==> src/rtl/fft_output_unloader.sv <==
// rtl/fft_output_unloader.sv - captures a 32-point complex FFT frame and streams it out one sample per handshake

module fft_output_unloader #(
    parameter int DATA_WIDTH  = 8,
    parameter bit BIT_REVERSE = 1'b1
) (
    input  logic                       clk,
    input  logic                       reset,
    input  logic                       load,
    input  logic [32*DATA_WIDTH-1:0]   frame_real,
    input  logic [32*DATA_WIDTH-1:0]   frame_imag,
    output logic                       load_ready,
    output logic                       out_valid,
    input  logic                       out_ready,
    output logic [DATA_WIDTH-1:0]      out_real,
    output logic [DATA_WIDTH-1:0]      out_imag,
    output logic [4:0]                 out_index,
    output logic                       out_last,
    output logic                       overrun
);

    typedef enum logic {
        IDLE,
        STREAM
    } state_t;

    state_t                 state, state_next;
    logic [4:0]             k, k_next;
    logic                   capture;
    logic [4:0]             slot;
    logic [DATA_WIDTH-1:0]  mem_real [32];
    logic [DATA_WIDTH-1:0]  mem_imag [32];

    function automatic logic [4:0] bitrev5(input logic [4:0] v);
        return {v[0], v[1], v[2], v[3], v[4]};
    endfunction

    always_comb begin
        state_next = state;
        k_next     = k;
        capture    = 1'b0;
        case (state)
            IDLE: begin
                if (load) begin
                    capture    = 1'b1;
                    k_next     = 5'd0;
                    state_next = STREAM;
                end
            end
            STREAM: begin
                // 5-bit counter wraps 31 -> 0 on the final handshake
                if (out_ready) begin
                    k_next = k + 5'd1;
                    if (k == 5'd31) begin
                        state_next = IDLE;
                    end
                end
            end
            default: begin
                state_next = IDLE;
                k_next     = 5'd0;
            end
        endcase
    end

    always_ff @(posedge clk) begin
        if (reset) begin
            state   <= IDLE;
            k       <= 5'd0;
            overrun <= 1'b0;
        end else begin
            state <= state_next;
            k     <= k_next;
            if (load && state == STREAM) begin
                overrun <= 1'b1;
            end
        end
    end

    always_ff @(posedge clk) begin
        if (reset) begin
            for (int i = 0; i < 32; i++) begin
                mem_real[i] <= '0;
                mem_imag[i] <= '0;
            end
        end else if (capture) begin
            for (int i = 0; i < 32; i++) begin
                mem_real[i] <= frame_real[i*DATA_WIDTH +: DATA_WIDTH];
                mem_imag[i] <= frame_imag[i*DATA_WIDTH +: DATA_WIDTH];
            end
        end
    end

    // Outputs depend only on registered state, counter and storage
    assign slot       = BIT_REVERSE ? bitrev5(k) : k;
    assign load_ready = (state == IDLE);
    assign out_valid  = (state == STREAM);
    assign out_index  = k;
    assign out_last   = (state == STREAM) && (k == 5'd31);
    assign out_real   = mem_real[slot];
    assign out_imag   = mem_imag[slot];

endmodule

==> config.mk <==
export PLATFORM = sky130hd
export DESIGN_NAME = fft_output_unloader
export DESIGN_NICKNAME = d
export VERILOG_FILES = /design/src/rtl/fft_output_unloader.sv
export SDC_FILE = /design/constraint.sdc
export NUM_CORES = 1
export LEC_CHECK = 0
export ABC_CLOCK_PERIOD_IN_PS = 14800
export BUFFER_PORTS_ARGS = -buffer_cell sky130_fd_sc_hd__buf_2
export CAP_MARGIN = 25
export CELL_PAD_IN_SITES_DETAIL_PLACEMENT = 1
export CELL_PAD_IN_SITES_GLOBAL_PLACEMENT = 2
export CORE_AREA = 2 2 272 274
export CTS_CLUSTER_SIZE = 30
export DETAILED_ROUTE_END_ITERATION = 10
export DIE_AREA = 0 0 274 276
export GPL_TIMING_DRIVEN = 0
export PLACE_DENSITY = 0.78
export SETUP_SLACK_MARGIN = 0.5
export SLEW_MARGIN = 0
export SYNTH_ARGS = -nofsm -noshare
export SYNTH_HDL_FRONTEND = slang
export SYNTH_SLANG_ARGS = --single-unit
==> constraint.sdc <==
create_clock -name clk -period 14.8 [get_ports clk]
set_clock_uncertainty 0.1 [all_clocks]
set_input_delay 0.74 -clock clk [delete_from_list [all_inputs] [get_ports clk]]
set_output_delay 0.74 -clock clk [all_outputs]
set_load 0.01 [all_outputs]
# ---- Word level (Yosys, flattened, before mapping)
# Memory sizes are Yosys's and may differ from the RTL's. A register that Yosys moved wholly into a read port is not among the register bits.
# Cells that the tools add are included.
dict set report op_classes {
  n_bitwise 65
  n_reduce_logical 3
  mux 81
  addsub 1
  eq_ne 3
}
# operator count
set op_table {}
lappend op_table {{two-way mux 8 bit} 64}
lappend op_table {{bitwise OR 1 bit} 64}
lappend op_table {{two-way mux 5 bit} 6}
lappend op_table {{case mux 5 bit (2 select lines)} 1}
lappend op_table {{two-way mux 1 bit} 9}
lappend op_table {{adder 5 x 1 -> 5 bit (second input constant)} 1}
lappend op_table {{== test 5 bit (second input constant)} 1}
lappend op_table {{inequality test 2 bit (second input constant)} 2}
lappend op_table {{logical AND 1 bit} 2}
lappend op_table {{case mux 1 bit (2 select lines)} 1}
lappend op_table {{AND reduction 2 bit} 1}
lappend op_table {{NOT 1 bit} 1}
dict set report totals {
  word_cells 158
  register_bits 7
  n_memories 2
  mem_bits_rw 512
  output_inout_bits 25
  in_bits 516
}
# name depth word_bits read_ports rd_ports_with_merged_regs wr line_no
set memory_table {}
lappend memory_table {mem_imag 32 8 1 1 32 32} ;# logic [DATA_WIDTH-1:0] mem_imag [32];
lappend memory_table {mem_real 32 8 1 1 32 31} ;# logic [DATA_WIDTH-1:0] mem_real [32];

# ---- Depth between registers and ports, before layout
# Gate-level depths: netlist (run 1).
dict set report logic_depth {
  depth_word 6
  depth_mapped 8
  depth_no_buf 5
}

# ---- Worst setup path after synthesis (run 1)
# OpenSTA, ideal clock, no wires.
dict set report synth_path {
  kind {input to register}
  from {input port reset}
  to {memory mem_imag[0][0], enable pin}
  path_buffers 3
  setup_ps 970
  cell_stages 4
  arrival_ps 13648
  slack_ps 82
  t_required_ps 13730
  cell_sequence {buf_2 > clkbuf_1 > buf_1 > nand2b_1}
}
# item line_no
set synth_lines {}
lappend synth_lines {{from (decl)} 8} ;# input logic reset,
lappend synth_lines {{to (decl)} 32}

==> impl_metrics.env, run 1 <==
export IMPL_grt_max_degree=79
export IMPL_drv_cap=0
export IMPL_numCtsBuffers=56
export IMPL_grt_pass1_vias=17500
export IMPL_final_setup_worst_slack_ns=10.65
export IMPL_synth_top_area_share_pct=64.5
export IMPL_cts_tree="built"
export IMPL_wl_met3_microns=5990
export IMPL_drt_first_pass_iters=7
export IMPL_cts_root_buf="clkbuf_16"
export IMPL_yosys_register_bits=524
export IMPL_drc=0
export IMPL_rows=99
export IMPL_async_flop_share_pct=0
export IMPL_criticalPathCategory="reg2out"
export IMPL_post_cts_buffers=0
export IMPL_ys_types=31
export IMPL_synth_ff_type="edfxtp_1"
export IMPL_synth_nets=2214
export IMPL_cp_max_fo=10
export IMPL_place_ws_ns=10.38
export IMPL_fin_tns_setup_ns=0
export IMPL_avgSynthCellArea_sq_um=14.1
export IMPL_drive_gt1_share_pct=29.2
export IMPL_yosys_top_cells_area="edfxtp_1, mux2i_1, and2_1, nor2b_1, a22oi_1"
export IMPL_viasPerCell=4.89
export IMPL_slew_headroom_pct=30.5
export IMPL_p_leak_uw=0.0114
export IMPL_wl_per_cell_microns=26.4
export IMPL_ios=541
export IMPL_fin_nets=2817
export IMPL_yosysWarningCount=0
export IMPL_holdBufCountCts=0
export IMPL_hpwl_microns=68900
export IMPL_die_h_microns=276
export IMPL_grt_pass1_wl_microns=121000
export IMPL_gr_total_overflow=0
export IMPL_cts_sinks=524
export IMPL_die_x_microns=274
export IMPL_max_freq_ghz=0.241
export IMPL_yosysTopAreaCell="edfxtp_1"
export IMPL_total_power_uw=3450
export IMPL_finalWirelength_microns=87500
export IMPL_rsz0062_at_grt="no"
export IMPL_required_ns=13.96
export IMPL_postRouteAntennaNets=0
export IMPL_finalHoldViolCount=0
export IMPL_post_route_min_period_ns=4.15
export IMPL_yosysSeqAreaShare_pct=65.5
export IMPL_hp_class="in2reg"
export IMPL_worstMarginPinSlew_ns=1.03
export IMPL_peakVddDrop_mv=0.0800
export IMPL_clkTransAtPathRegs_ns=0.06
export IMPL_cp_end_kind="output port"
export IMPL_synthesis_area_sq_um=23800
export IMPL_grtUsageTotal_pct=22.5
export IMPL_antenna_found_initial=26
export IMPL_portBuffers=538
export IMPL_dr_max_layer_used="met5"
export IMPL_area_growth_syn_to_layout_pct=24.6
export IMPL_dieArea_sq_um=75600
export IMPL_core_sq_um=72600
export IMPL_netlist_instances=1696
export IMPL_start_util_pct=32.9
export IMPL_fillers=7784
export IMPL_outcome="completed"
export IMPL_start_kind="flip-flop"
export IMPL_synth_edff_count=512
export IMPL_finalCritPeriodShare_pct=28.0
export IMPL_fin_util_pct=41.0
export IMPL_clock_latency_ns=0.59
export IMPL_clockBufferDepth=3
export IMPL_drtIter0Drc=1096
export IMPL_powerDensity_nw_per_um2=116
export IMPL_cp_arrival_ns=3.31
export IMPL_whs_ns=0.311
export IMPL_vias=16200
export IMPL_finalSetupViolations=0
export IMPL_wl_met1_microns=36000
export IMPL_place_gp_congestion=0.826
export IMPL_h_tree_depth=2
export IMPL_wl_met2_microns=43500
export IMPL_cts_resized=0
export IMPL_slew_violations=0
-- per-layer routing --
layer | track usage [%] | vias to the layer above
li1 | - | 7407
met1 | 28.8 | 8095
met2 | 38.6 | 569
met3 | 4.55 | 118
met4 | 6.16 | 18
met5 | 0 | -
-- where the power goes --
group          switching, uW  total [uW]  internal, uW
registers               32.0        1790          1750
logic                    173         293           120
clock network            587        1370           787
total                    792        3450          2660
-- layout make-up --
type                            count  area, sq um  area share [%]
Timing Repair Buffer              545         2890            9.71
Sequential cell                   524        15600            52.5
Buffer                            125          752            2.53
Multi-Input combinational cell   1046         7490            25.2
Antenna cell                       13         32.5           0.109
Tap cell                          959         1200            4.04
Clock buffer                       67         1460            4.92
Inverter                            1         3.75          0.0126
Clock inverter                     34          289           0.972
-- worst paths after layout --
path,from,to,slack (ns),cells past startpoint
worst min-delay path,frame_real[12],mem_real[1][4],0.31,2
worst max-delay path,flip-flop,out_real[5],10.65,8
worst min register to register,overrun,overrun,0.39,2
worst max register to register,out_valid,mem_imag[16][6],11.93,6
-- layout by cell type, fill, tap and decap left out, types with 4 or more instances in the layout --
cell	n
nor3_1	18
dfxtp_1	12
clkbuf_16	57
nor2b_1	226
diode_2	13
clkinv_2	13
a21oi_1	36
clkinv_1	13
buf_6	4
mux2i_1	256
nand4_1	17
buf_12	5
nor2_1	8
and2_1	290
buf_4	20
nand2_1	35
nand3_1	32
buf_2	561
buf_16	7
buf_8	6
a31oi_1	17
edfxtp_1	512
bufinv_16	5
a22oi_1	64
a22o_1	32
clkbuf_1	75
-- state kept, by name, summed over array words and instances (netlist names), named ones only --
| signal | cells |
|---|---|
| out_index | 5 |
| mem_imag | 256 |
| overrun | 1 |
| out_valid | 1 |
| mem_real | 256 |
-- cells in the mapped netlist, types with 8 or more instances --
| cell type | instances |
|---|---|
| buf_2 | 23 |
| nor2_1 | 8 |
| mux2i_1 | 256 |
| clkbuf_1 | 65 |
| nor2b_1 | 226 |
| a22oi_1 | 64 |
| dfxtp_1 | 12 |
| and2_1 | 290 |
| buf_4 | 20 |
| nand4_1 | 17 |
| nand2_1 | 35 |
| nand3_1 | 32 |
| a22o_1 | 32 |
| a31oi_1 | 17 |
| nor3_1 | 18 |
| edfxtp_1 | 512 |
| a21oi_1 | 36 |
-- metrics by stage --
| step | instances | instance area (sq um) |
|---|---|---|
| final | 3314 | 29700 |
| after global routing | 3310 | 29700 |
| after CTS | 3301 | 29700 |
| after detailed placement | 3200 | 27900 |
| after global placement | 3193 | 27700 |
| after floorplan | 1696 | 23900 |
-- kinds of logic after synthesis --
logic type               synth area share [%]
buffers and inverters                    3.17
flip-flops                               65.5
multiplexers                             10.7
AO/OA/AOI/OAI                            4.57
adder cells (fa/ha/maj)                 0.105
AND/OR/NAND/NOR                          15.9
-- worst max-delay path, stage by stage, from the launching register on --
cell	delay (ns)
dfxtp_1	0.30
buf_2	0.33
or2_1	0.19
clkbuf_1	0.33
buf_2	0.35
nor3_1	0.21
a31oi_1	0.60
nand3_1	0.18
buf_2	0.21
Note: power is estimated with default switching activity, not from simulation.
==> run 2: changes to the inputs <==
--- a/config.mk
+++ b/config.mk
@@ -5,17 +5,18 @@
 export SDC_FILE = /design/constraint.sdc
 export NUM_CORES = 1
 export LEC_CHECK = 0
-export ABC_CLOCK_PERIOD_IN_PS = 14800
+export ABC_AREA = 1
+export ABC_CLOCK_PERIOD_IN_PS = 3450
 export BUFFER_PORTS_ARGS = -buffer_cell sky130_fd_sc_hd__buf_2
 export CAP_MARGIN = 25
 export CELL_PAD_IN_SITES_DETAIL_PLACEMENT = 1
 export CELL_PAD_IN_SITES_GLOBAL_PLACEMENT = 2
-export CORE_AREA = 2 2 272 274
+export CORE_AREA = 2 2 293 295
 export CTS_CLUSTER_SIZE = 30
 export DETAILED_ROUTE_END_ITERATION = 10
-export DIE_AREA = 0 0 274 276
+export DIE_AREA = 0 0 295 297
 export GPL_TIMING_DRIVEN = 0
-export PLACE_DENSITY = 0.78
+export PLACE_DENSITY = 0.8
 export SETUP_SLACK_MARGIN = 0.5
 export SLEW_MARGIN = 0
 export SYNTH_ARGS = -nofsm -noshare
==> constraint.sdc (replaced) <==
create_clock -name clk -period 3.45 [get_ports clk]
set_clock_uncertainty 0.1 [all_clocks]
set_input_delay 0.1725 -clock clk [delete_from_list [all_inputs] [get_ports clk]]
set_output_delay 0.1725 -clock clk [all_outputs]
set_load 0.01 [all_outputs]
==> run 2 against run 1 <==
Effect of this change: cell count up 57%; design area rose by 25%; largest power group unchanged; sequential power rose to 4.3 times the previous value; largest cell class unchanged; critical path type unchanged; highest routed layer unchanged.
==> impl_metrics.env, run 2 <==
export IMPL_critPathMaxStageDelay_ns=0.33
export IMPL_peakVddDrop_mv=0.296
export IMPL_antenna_found_initial=12
export IMPL_yosysSeqAreaShare_pct=61.9
export IMPL_swShare_pct=24.3
export IMPL_yosys_top_cells_area="edfxtp_1, nand2_1, inv_1, nor2_1, nand3_1"
export IMPL_p_clk_share_pct=41.0
export IMPL_p_leak_uw=0.0178
export IMPL_yosysTopAreaCell="edfxtp_1"
export IMPL_grt_pass1_wl_microns=170000
export IMPL_clock_latency_ns=0.62
export IMPL_ys_types=19
export IMPL_rsz0062_at_grt="yes"
export IMPL_h_tree_depth=2
export IMPL_numCtsBuffers=60
export IMPL_synth_ff_type="edfxtp_1"
export IMPL_clockBufferDepth=3
export IMPL_worstMarginPinSlew_ns=1.05
export IMPL_slew_headroom_pct=30.3
export IMPL_cts_sinks=524
export IMPL_gr_total_overflow=0
export IMPL_hpwl_microns=79500
export IMPL_postRouteAntennaNets=0
export IMPL_start_util_pct=29.8
export IMPL_die_x_microns=295
export IMPL_cts_tree="built"
export IMPL_drt_first_pass_iters=6
export IMPL_fin_tns_setup_ns=0
export IMPL_avgSynthCellArea_sq_um=8.82
export IMPL_powerDensity_nw_per_um2=438
export IMPL_yosysWarningCount=0
export IMPL_drc=0
export IMPL_start_kind="flip-flop"
export IMPL_clkTransAtPathRegs_ns=0.06
export IMPL_outcome="completed"
export IMPL_fin_nets=4500
export IMPL_crit_end="out_imag[2]"
export IMPL_design_area_sq_um=37100
export IMPL_max_freq_ghz=0.352
export IMPL_core_sq_um=84500
export IMPL_drv_cap=0
export IMPL_p_switching_uw=3940
export IMPL_combinationalPowerShare_pct=11.7
export IMPL_grtUsageTotal_pct=26.8
export IMPL_cts_root_buf="clkbuf_16"
export IMPL_synth_edff_count=512
export IMPL_portBuffers=539
export IMPL_place_gp_congestion=0.839
export IMPL_pwr_share_seq_pct=47.2
export IMPL_finalHoldViolCount=0
export IMPL_ios=541
export IMPL_yosysMostFrequentCell="nand2_1"
export IMPL_placement_cell_area_sq_um=29500
export IMPL_hp_class="in2reg"
export IMPL_slew_violations=0
export IMPL_drive_gt1_share_pct=19.6
export IMPL_async_flop_share_pct=0
export IMPL_timing_rr_end="mem_imag[2][1]"
export IMPL_post_route_min_period_ns=2.84
export IMPL_synthesis_area_sq_um=25200
export IMPL_crit_chain="inv_1 -> buf_6 -> buf_2 -> nand3_1 -> nand3_1 -> nand2_1 -> nand2_1 -> nand2_1 -> nand2_1 -> nand2_1 -> buf_2"
export IMPL_cp_end_kind="output port"
export IMPL_final_common_cell="nand2_1"
export IMPL_final_cell_mix="nand2_1, buf_2, inv_1"
export IMPL_cp_common_cell="nand2_1"
export IMPL_wl_per_cell_microns=22.9
export IMPL_fillers=9875
export IMPL_vias=24000
export IMPL_ys_top_cells_by_count="nand2_1, inv_1, nor2_1"
export IMPL_rr_worst_depth=5
export IMPL_finalCritPeriodShare_pct=82.5
export IMPL_drtIter0Drc=1643
export IMPL_grt_max_degree=126
export IMPL_reg2reg_slack_ns=0.73
export IMPL_rows=107
export IMPL_grt_pass1_vias=26400
export IMPL_p_int_uw=12300
export IMPL_die_h_microns=297
export IMPL_area_growth_syn_to_layout_pct=47.1
export IMPL_yosys_register_bits=524
export IMPL_multi_input_area_sq_um=6770
export IMPL_criticalPathCategory="reg2out"
export IMPL_dieArea_sq_um=87600
export IMPL_r2r_start="out_valid"
export IMPL_synth_top_area_share_pct=61.0
export IMPL_slowest_stage="buf_2"
export IMPL_finalWirelength_microns=119000
export IMPL_synth_nets=3377
export IMPL_netlist_instances=2859
export IMPL_finalSetupViolations=0
export IMPL_regArea_sq_um=15600
export IMPL_cp_max_fo=10
export IMPL_required_ns=3.18
export IMPL_viasPerCell=4.63
export IMPL_cp_arrival_ns=2.57
[run 2: cell types whose count changed after synthesis, sizes merged, moves of 18 or more]
cell,previous run,this run
nand2,35,730
nor2,10,517
nor3,18,0
a22oi,64,0
mux2i,256,0
nor2b,226,0
a21oi,36,5
a22o,32,0
and2,290,0
buf,60,115
nand3,32,385
inv,1,526
[run 2: how the worst min path moves through the flow]
stage / startpoint / endpoint / slack [ns] / depth (start not counted)
after global routing: reset / flip-flop / 0.11 / 4
after global placement: load / overrun / 0.33 / 3
final: reset / flip-flop / 0.09 / 4
after detailed placement: load / overrun / 0.35 / 3
after CTS: reset / flip-flop / 0.06 / 4
after floorplan: load / overrun / 0.22 / 2
[run 2: cell type report]
cell class | count | share of cell area [%]
Multi-Input combinational cell | 1644 | 18.2
Timing Repair Buffer | 1061 | 21.7
Clock buffer | 80 | 4.47
Sequential cell | 524 | 42.1
Buffer | 165 | 3.25
Clock inverter | 34 | 0.972
Antenna cell | 11 | 0.0742
Tap cell | 1144 | 3.86
Inverter | 526 | 5.34
[run 2: critical path: cells and delay by family (launching register included)]
| family | cells | cell delay [ns] |
|---|---|---|
| AND/OR/NAND/NOR | 7 | 0.82 |
| buffers and inverters | 4 | 0.81 |
| flip-flops | 1 | 0.32 |
[run 2: timing repair]
item,4_1_cts,5_1_grt
pin swaps,1,2
resized for setup,82,49
hold buffers,514,0
endpoints found under the hold margin,520,0
gates cloned,0,2
setup endpoints to repair,16,15
setup buffers,0,1
[run 2: per-stage QoR]
step                total power, uW  hold slack [ns]  std cells  setup WS (ns)  util, %
finish                        16200           0.0914       5189          0.605     43.9
global route                  16800            0.105       5186          0.430     43.9
CTS                           16300           0.0581       5175          0.482     43.6
detailed placement             9190            0.350       4547          0.582     34.9
global placement               9180            0.326       4542         -0.654     34.8
floorplan                      8420            0.217       2859          0.428        -
[run 2: logic make-up (layout without fill, tap and decap cells)]
kind of cell	count (synthesis)	in the layout	synth area share (%)
and+or+nand+nor	1632	1632	26.2
buffers and inverters	691	1866	11.5
DFF	524	524	61.9
AOI/OAI and AO/OA	10	10	0.238
adders and majority gates	2	2	0.0992
other	0	11	0
[run 2: layer usage]
metal | share of wire [%] | track usage, % | vias up
li1 | - | - | 11200
met1 | 40 | 32.2 | 11800
met2 | 51 | 48.1 | 805
met3 | 4.8 | 3.87 | 232
met4 | 4.1 | 10.2 | 4
met5 | 0.023 | 0 | -
[run 2: power by group through the flow]
stage,clock network (uW),logic [uW],registers (uW)
after global routing,6970,2090,7710
after detailed placement,0,1390,7800
after global placement,0,1350,7830
after floorplan,0,643,7780
final,6660,1910,7670
after CTS,6740,1860,7670
==> run 3: changes to the inputs <==
--- a/config.mk
+++ b/config.mk
@@ -6,17 +6,17 @@
 export NUM_CORES = 1
 export LEC_CHECK = 0
 export ABC_AREA = 1
-export ABC_CLOCK_PERIOD_IN_PS = 3450
+export ABC_CLOCK_PERIOD_IN_PS = 2690
 export BUFFER_PORTS_ARGS = -buffer_cell sky130_fd_sc_hd__buf_2
 export CAP_MARGIN = 25
 export CELL_PAD_IN_SITES_DETAIL_PLACEMENT = 1
 export CELL_PAD_IN_SITES_GLOBAL_PLACEMENT = 2
-export CORE_AREA = 2 2 293 295
+export CORE_AREA = 2 2 280 282
 export CTS_CLUSTER_SIZE = 30
 export DETAILED_ROUTE_END_ITERATION = 10
-export DIE_AREA = 0 0 295 297
+export DIE_AREA = 0 0 282 284
 export GPL_TIMING_DRIVEN = 0
-export PLACE_DENSITY = 0.8
+export PLACE_DENSITY = 0.83
 export SETUP_SLACK_MARGIN = 0.5
 export SLEW_MARGIN = 0
 export SYNTH_ARGS = -nofsm -noshare
==> constraint.sdc (replaced) <==
create_clock -name clk -period 2.69 [get_ports clk]
set_clock_uncertainty 0.1 [all_clocks]
set_input_delay 0.1345 -clock clk [delete_from_list [all_inputs] [get_ports clk]]
set_output_delay 0.1345 -clock clk [all_outputs]
set_load 0.01 [all_outputs]
==> run 3 against run 2 <==
Effect of this change: the run now ends with setup timing left; total power increased by 27%; die area shrank 8.6%; first-iteration DRC count is 26% higher; worst hold slack better by 0.019 ns; critical path depth increased by 2; sequential cell count unchanged; cell count shrank 1.6%; clock power increased by 22%; design area rose by 5.3%; count of clock-buffer cells in the layout fell by 11; wire length up 5.9%; highest routed layer unchanged.
==> impl_metrics.env, run 3 (same netlist as run 2, synthesis figures left out) <==
export IMPL_outcome="finished with violations"
export IMPL_violations="setup timing"
export IMPL_finalHoldViolCount=0
export IMPL_ios=541
export IMPL_start_kind="flip-flop"
export IMPL_crit_chain="buf_12 -> buf_6 -> clkbuf_16 -> buf_16 -> nand2_1 -> nand3_1 -> nand3_1 -> nand2_2 -> nand2_1 -> nand2_1 -> nand2_2 -> nand2_2 -> buf_6"
export IMPL_final_cell_mix="nand2_1, buf_2, inv_1"
export IMPL_gr_total_overflow=0
export IMPL_final_common_cell="nand2_1"
export IMPL_finalSetupViolations=1
export IMPL_wl_met3_microns=7840
export IMPL_postRouteAntennaNets=0
export IMPL_slew_violations=0
export IMPL_grtUsageTotal_pct=30.6
export IMPL_critPathMaxStageDelay_ns=0.34
export IMPL_h_tree_depth=2
export IMPL_cp_end_kind="output port"
export IMPL_clkTransAtPathRegs_ns=0.06
export IMPL_slowest_stage="dfxtp_2"
export IMPL_fin_nets=4529
export IMPL_post_route_min_period_ns=2.69
export IMPL_place_ws_ns=-0.0809
export IMPL_worstMarginPinSlew_ns=1.01
export IMPL_die_x_microns=282
export IMPL_criticalPathCategory="reg2out"
export IMPL_dieArea_sq_um=80100
export IMPL_clockBufferDepth=3
export IMPL_grt_max_degree=120
export IMPL_drtIter0Drc=2065
export IMPL_cp_arrival_ns=2.46
export IMPL_start_util_pct=32.8
export IMPL_wl_met1_microns=47800
export IMPL_rows=102
export IMPL_grt_pass1_vias=27400
export IMPL_finalCritPeriodShare_pct=100
export IMPL_cts_root_buf="clkbuf_16"
export IMPL_die_h_microns=284
export IMPL_vias=24900
export IMPL_cts_tree="built"
export IMPL_slew_headroom_pct=32.7
export IMPL_area_growth_syn_to_layout_pct=54.9
export IMPL_max_freq_ghz=0.371
export IMPL_drc=0
export IMPL_p_leak_uw=0.0186
export IMPL_powerDensity_nw_per_um2=529
export IMPL_hp_class="in2reg"
export IMPL_dr_max_layer_used="met5"
export IMPL_required_ns=2.46
export IMPL_drt_first_pass_iters=5
export IMPL_core_sq_um=77000
export IMPL_antenna_found_initial=7
export IMPL_viasPerCell=4.87
export IMPL_rsz0062_at_grt="yes"
export IMPL_clock_latency_ns=0.63
export IMPL_cp_max_fo=7
export IMPL_portBuffers=539
export IMPL_hpwl_microns=77700
export IMPL_wl_met2_microns=64100
export IMPL_drive_gt1_share_pct=25.8
export IMPL_numCtsBuffers=58
export IMPL_final_setup_worst_slack_ns=-0.00337
export IMPL_wl_per_cell_microns=24.7
export IMPL_cts_sinks=524
export IMPL_finalWirelength_microns=126000
export IMPL_fin_util_pct=50.8
export IMPL_place_gp_congestion=0.823
export IMPL_grt_pass1_wl_microns=176000
export IMPL_drv_cap=0
export IMPL_peakVddDrop_mv=0.470
run 3: changes by cell type in the layout (fill, tap and decap cells not counted), moves of 29 or more:
cell / previous run / this run
buf_12: 4 / 33
nand3_2: 0 / 84
nand3_1: 385 / 293
nand2_1: 711 / 583
nand2_4: 1 / 46
nand2_2: 17 / 102
run 3: final cells by class:
type | count | area [sq um]
fill | 8758 | 37900
tap | 1040 | 1300
buffer | 165 | 1570
inverter | 526 | 2000
timing repair buffer | 1090 | 8810
antenna | 7 | 17.5
clock inverter | 40 | 390
clock buffer | 69 | 1490
multi-input combinational | 1646 | 7850
sequential | 524 | 15600
run 3: power breakdown:
| part | internal, uW | switching, uW | total [uW] | leakage, uW |
|---|---|---|---|---|
| Combinational | 1200 | 1480 | 2680 | 0.0121 |
| Clock | 4630 | 3470 | 8100 | 0.000913 |
| Sequential | 9660 | 204 | 9860 | 0.00557 |
run 3: path summary, 6_finish.rpt:
path	startpoint	end	slack (ns)	cells after the start
worst min register to register	out_index[3]	flip-flop	0.43	1
worst max register to register	out_valid	mem_real[19][3]	0.59	5
worst max-delay path	flip-flop	out_real[0]	-0.003	13
worst min-delay path	reset	mem_imag[25][2]	0.11	3
run 3: routing by layer:
layer  global-route usage (%)  up-vias
met5                        0        -
met4                     14.9        6
met3                     5.53      323
met2                     53.8     1152
met1                     35.6    12200
li1                         -    11200
run 3: stage by stage:
| step | instance area [sq um] | TNS (ns) | instances | total power (uW) | hold slack, ns |
|---|---|---|---|---|---|
| finish | 39100 | -0.00337 | 5107 | 20700 | 0.111 |
| floorplan | 25200 | -170.12 | 2859 | 10800 | 0.179 |
| CTS | 38100 | -0.0703 | 5090 | 20500 | 0.0982 |
| global placement | 29200 | -661.99 | 4438 | 11800 | 0.293 |
| detailed placement | 29300 | -0.234 | 4442 | 11800 | 0.300 |
| global route | 39100 | -1.17 | 5104 | 21300 | 0.156 |
run 3: critical path: cells and delay by family (launching register included):
kind | cells | cell delay [ns]
flops | 1 | 0.34
buf+inv | 5 | 0.76
simple gates | 8 | 0.73
run 3: what timing repair did:
action / in CTS / in global routing
gates resized for setup: 373 / 168
cloned: 13 / 10
pin swaps: 52 / 66
buffers inserted: 12 / 0
hold buffers: 514 / 0
hold endpoints to repair: 522 / 0
endpoints found under the setup margin: 187 / 17
